## src/rtl/uart_tx_arbiter.sv

```systemverilog
// uart_tx_arbiter: round-robin packet arbiter sharing one UART transmitter, with a start/finish watchdog
module uart_tx_arbiter #(
  parameter int NUM_REQ        = 4,
  parameter int MAX_BURST      = 16,
  parameter int TIMEOUT_CYCLES = 1_000_000
) (
  input  logic                       clk,
  input  logic                       rst,
  input  logic [NUM_REQ-1:0]         req_valid,
  input  logic [8*NUM_REQ-1:0]       req_data,
  input  logic [NUM_REQ-1:0]         req_last,
  output logic [NUM_REQ-1:0]         req_ready,
  output logic                       uart_start,
  output logic [8:0]                 uart_data,
  input  logic                       uart_ready,
  input  logic                       uart_busy,
  output logic [$clog2(NUM_REQ)-1:0] grant_id,
  output logic                       grant_active,
  output logic                       timeout_err
);
  localparam int GW = $clog2(NUM_REQ);
  localparam int BW = $clog2(MAX_BURST + 1);
  localparam int WW = $clog2(TIMEOUT_CYCLES);
  typedef enum logic [1:0] {S_IDLE, S_START, S_WAIT} state_t;
  state_t          state_q, state_d;
  logic [8:0]      uart_data_q, uart_data_d;
  logic [GW-1:0]   grant_id_q, grant_id_d, rr_ptr_q, rr_ptr_d, sel;
  logic            lock_q, lock_d, timeout_err_q, timeout_err_d;
  logic [BW-1:0]   burst_cnt_q, burst_cnt_d, burst_inc;
  logic [WW-1:0]   wd_cnt_q, wd_cnt_d;
  logic            xfer, wd_hit;
  assign xfer         = |req_ready;
  assign wd_hit       = state_q != S_IDLE && wd_cnt_q == WW'(TIMEOUT_CYCLES - 1);
  assign burst_inc    = burst_cnt_q + BW'(1);
  assign uart_data    = uart_data_q;
  assign grant_id     = grant_id_q;
  assign grant_active = lock_q;
  assign timeout_err  = timeout_err_q;
  // candidate requester: the owner while locked, otherwise first valid at or above rr_ptr
  always_comb begin
    sel = lock_q ? grant_id_q : rr_ptr_q;
    for (int k = NUM_REQ - 1; k >= 0; k--) begin
      int j;
      logic [GW-1:0] idx;
      j = int'(rr_ptr_q) + k;
      j = j >= NUM_REQ ? j - NUM_REQ : j;
      idx = GW'(j);
      if (!lock_q && req_valid[idx]) sel = idx;
    end
  end
  // next state: watchdog abort overrides normal frame progress
  always_comb begin
    state_d = state_q;
    case (state_q)
      S_IDLE:  state_d = xfer ? S_START : S_IDLE;
      S_START: state_d = wd_hit ? S_IDLE : uart_busy ? S_WAIT : S_START;
      S_WAIT:  state_d = wd_hit || (uart_ready && !uart_busy) ? S_IDLE : S_WAIT;
      default: state_d = S_IDLE;
    endcase
  end
  // outputs: start held through S_START, single accept strobe only in S_IDLE
  always_comb begin
    uart_start = state_q == S_START;
    req_ready = '0;
    req_ready[sel] = !rst && uart_ready && state_q == S_IDLE && req_valid[sel];
  end
  // transfer capture, lock and burst accounting, watchdog counting
  always_comb begin
    uart_data_d   = xfer ? {1'b0, req_data[{sel, 3'b000} +: 8]} : uart_data_q;
    grant_id_d    = xfer ? sel : grant_id_q;
    rr_ptr_d      = xfer ? (sel == GW'(NUM_REQ - 1) ? '0 : sel + GW'(1)) : rr_ptr_q;
    lock_d        = xfer ? !req_last[sel] && burst_inc < BW'(MAX_BURST) : wd_hit ? 1'b0 : lock_q;
    burst_cnt_d   = xfer ? (lock_d ? burst_inc : '0) : wd_hit ? '0 : burst_cnt_q;
    wd_cnt_d      = state_d != state_q || state_q == S_IDLE ? '0 : wd_cnt_q + WW'(1);
    timeout_err_d = wd_hit;
  end
  // registers, cleared asynchronously so a mid-frame reset drops start at once
  always_ff @(posedge clk or posedge rst) begin
    if (rst) begin
      state_q       <= S_IDLE;
      uart_data_q   <= '0;
      grant_id_q    <= '0;
      rr_ptr_q      <= '0;
      lock_q        <= 1'b0;
      burst_cnt_q   <= '0;
      wd_cnt_q      <= '0;
      timeout_err_q <= 1'b0;
    end else begin
      state_q       <= state_d;
      uart_data_q   <= uart_data_d;
      grant_id_q    <= grant_id_d;
      rr_ptr_q      <= rr_ptr_d;
      lock_q        <= lock_d;
      burst_cnt_q   <= burst_cnt_d;
      wd_cnt_q      <= wd_cnt_d;
      timeout_err_q <= timeout_err_d;
    end
  end
endmodule

```

## config.mk

```make
export PLATFORM = sky130hd
export DESIGN_NAME = uart_tx_arbiter
export DESIGN_NICKNAME = d
export VERILOG_FILES = /design/src/rtl/uart_tx_arbiter.sv
export SDC_FILE = /design/constraint.sdc
export NUM_CORES = 1
export LEC_CHECK = 0
export BUFFER_PORTS_ARGS = -buffer_cell sky130_fd_sc_hd__buf_2
export CAP_MARGIN = 40
export CORE_ASPECT_RATIO = 1.25
export CORE_UTILIZATION = 59
export CTS_CLUSTER_DIAMETER = 100
export DETAILED_ROUTE_END_ITERATION = 8
export PLACE_DENSITY = 0.86
export SLEW_MARGIN = 20
export SYNTH_ARGS = -nofsm -noshare
export SYNTH_HDL_FRONTEND = slang
export SYNTH_SLANG_ARGS = --single-unit
```

## constraint.sdc

```tcl
create_clock -name clk -period 4.77 [get_ports clk]
set_input_delay 0.2385 -clock clk [delete_from_list [all_inputs] [get_ports clk]]
set_output_delay 0.2385 -clock clk [all_outputs]
set_load 0.05 [all_outputs]
```

==> results.sh <==
export IMPL_status="finished, final reports clean"
export IMPL_globalplace_congestion=0.918
export IMPL_internal_power_uw=1050
export IMPL_switchingPower_uw=1080
export IMPL_drv_slew=0
export IMPL_num_io_pins=62
export IMPL_dp_hpwl_um=4270
export IMPL_critPathBufInv=1
export IMPL_max_cap_viol_count=0
export IMPL_diodes=0
export IMPL_slowest_stage="dfrtp_1"
export IMPL_cts_tree="yes"
export IMPL_vias=2253
export IMPL_area_growth_syn_to_layout_pct=13.7
export IMPL_synthArstFlopShare_pct=100
export IMPL_finalHoldViolCount=0
export IMPL_post_cts_resized=0
export IMPL_start_kind="register"
export IMPL_power_uw=2120
export IMPL_die_h_um=78.8
export IMPL_synth_edff_count=0
export IMPL_post_route_min_period_ns=3.59
export IMPL_clock_tree_root_cell="clkbuf_8"
export IMPL_layout_common_cells="buf_2, dfrtp_1, nor2_1, nand2_1, mux2i_1"
export IMPL_syn_area_um2=2780
export IMPL_grt_max_degree=43
export IMPL_floorplan_die_width_um=63.4
export IMPL_yosysSeqAreaShare_pct=36.9
export IMPL_core_um2=4460
export IMPL_rsz0062_at_grt="no"
export IMPL_drc=0
export IMPL_cts_setup_buffers=0
export IMPL_crit_family="compound AO/OA/AOI/OAI gates"
export IMPL_tightest_slew_ns=0.768
export IMPL_p_leak_uw=0.00153
export IMPL_holdBufCountCts=0
export IMPL_endpoint_kind="register"
export IMPL_crit_chain="mux2_2, a22oi_4, o211ai_2, o21bai_2, inv_1, ha_1, nor4_1, nor2_1, o211ai_2, a21oi_1, mux2_2"
export IMPL_syn_nets=340
export IMPL_syn_inst=290
export IMPL_slew_headroom_pct=48.7
export IMPL_ant_nets=0
export IMPL_overflow=0
export IMPL_setup_tns_ns=0
export IMPL_required_ns=4.95
export IMPL_avgSynthCellArea_um2=9.60
export IMPL_hp_class="input pin to asynchronous set/reset pin"
export IMPL_initialDrtViolationCount=136
export IMPL_period_share_pct=75.2
export IMPL_synth_seq_cells=41
export IMPL_final_layout_size_suffix_gt1_share_pct=33.0
export IMPL_grt_pass1_wl_um=9260
export IMPL_rows=27
export IMPL_drt_total_wl_um=5760
export IMPL_clock_fmax_ghz=0.279
export IMPL_grt_pass1_vias=2070
export IMPL_ir_worst_vdd_uv=258
export IMPL_mostFrequentLayoutCell="buf_2"
export IMPL_max_stage_delay_ns=0.59
export IMPL_io_buffers=60
export IMPL_synthFlopType="dfrtp_1"
export IMPL_cts_buffers_inserted=5
export IMPL_dr_pass1_iters=4
export IMPL_worstSetupPathType="register to register"
export IMPL_critical_path_arrival_ns=3.77
export IMPL_seqPwrFrac_pct=24.8
export IMPL_setup_violations=0
export IMPL_skew_ns=0.00441
export IMPL_clock_path_buffers=2
export IMPL_routedWlPerCell_um=14.2
export IMPL_fillers=343
export IMPL_synth_distinct_cells=59
export IMPL_nets=397
export IMPL_insertion_delay_ns=0.29
export IMPL_antenna_found_initial=0
export IMPL_viasPerCell=5.55
export IMPL_switching_share_pct=50.7
export IMPL_start_util_pct=62.4
export IMPL_pwr_share_comb_pct=65.1
export IMPL_grt_usage_pct=23.8
export IMPL_clkTransAtPathRegs_ns=0.07
export IMPL_cts_sinks=41
export IMPL_cp_max_fo=14
export IMPL_dieArea_um2=5000
export IMPL_htree_levels=2
export IMPL_power_frac_clock_pct=10.2
export IMPL_ys_warn_count=0
export IMPL_p_per_area_nw_per_um2=671
power groups by stage:
stage          Combinational, uW  Clock (uW)  Sequential [uW]
2_1_floorplan               1070           0              639
3_3_place_gp                1330           0              526
3_5_place_dp                1380           0              531
4_1_cts                     1390         220              525
5_1_grt                     1500         232              536
6_report                    1380         216              526
kinds of logic after synthesis:
| logic type | count (synthesis) | synth area share, % |
|---|---|---|
| xor+xnor | 18 | 5.67 |
| mux | 27 | 10.2 |
| simple gates | 117 | 21.4 |
| compound gates | 56 | 17.7 |
| other cells | 1 | 0.135 |
| buf+inv | 24 | 5.35 |
| fa+ha+maj | 6 | 2.70 |
| flops | 41 | 36.9 |
per-layer routing:
layer | part of all wire (%) | GRT usage, % | vias to the layer above
met1 | 40 | 27.7 | 1065
li1 | - | - | 1123
met4 | 1.5 | 7.73 | 0
met5 | 0 | 0 | -
met2 | 55 | 43.3 | 56
met3 | 3.9 | 4.60 | 9
registers in the layout (all words and copies together) (netlist names):
name          flops
burst_cnt_q       5
grant_active      1
grant_id          2
rr_ptr_q          2
state_q           2
timeout_err       1
uart_data         8
wd_cnt_q         20
cells in the mapped netlist, drive strengths merged (3+ instances only):
cell	number	area [um2]
o21ai	22	140
mux2i	16	160
inv	11	43.8
ha	6	75.1
nand3	15	75.1
nor2	33	134
and3	6	37.5
a21o	4	30.0
dfrtp	41	1030
nand2b	7	43.8
a21oi	5	25.0
mux2	11	124
buf	11	97.6
nor2b	4	25.0
and2	8	52.6
xnor2	5	43.8
nor4	3	18.8
xor2	13	114
or2	3	18.8
nand2	30	133
path summary, 6_finish.rpt:
path                       slack, ns  cells past startpoint             end    startpoint
min in group clk                0.17                      2      state_q[0]     uart_busy
max                             1.18                     11  burst_cnt_q[0]   rr_ptr_q[0]
max in group asynchronous       4.36                      3    uart_data[4]           rst
max reg2reg                     1.18                     11  burst_cnt_q[0]   rr_ptr_q[0]
min reg2reg                     0.48                      2    uart_data[3]  uart_data[3]
min                             0.07                      3     wd_cnt_q[3]           rst
through the flow:
stage	hold WS, ns	cells	utilization, %	setup WS, ns	instance area (um2)
CTS	0.0773	406	70.9	1.17	3160
global route	0.136	406	70.9	0.968	3160
finish	0.0657	406	70.9	1.18	3160
global placement	0.388	396	68.6	0.498	3060
floorplan	0.337	290	-	1.55	2780
detailed placement	0.395	398	69.1	1.21	3080
cell type report:
| class | instances | area [um2] | share of cell area, % |
|---|---|---|---|
| Clock buffer | 6 | 72.6 | 2.29 |
| Sequential cell | 41 | 1030 | 32.4 |
| Multi-Input combinational cell | 225 | 1610 | 50.8 |
| Clock inverter | 2 | 10.0 | 0.316 |
| Tap cell | 58 | 72.6 | 2.29 |
| Inverter | 11 | 43.8 | 1.38 |
| Timing Repair Buffer | 63 | 330 | 10.4 |
tightest hold or removal path, stage by stage:
cell and delay, ns:
buf_2 0.09, inv_1 0.04, buf_4 0.43
No activity file was read; power rests on OpenSTA's default activity.
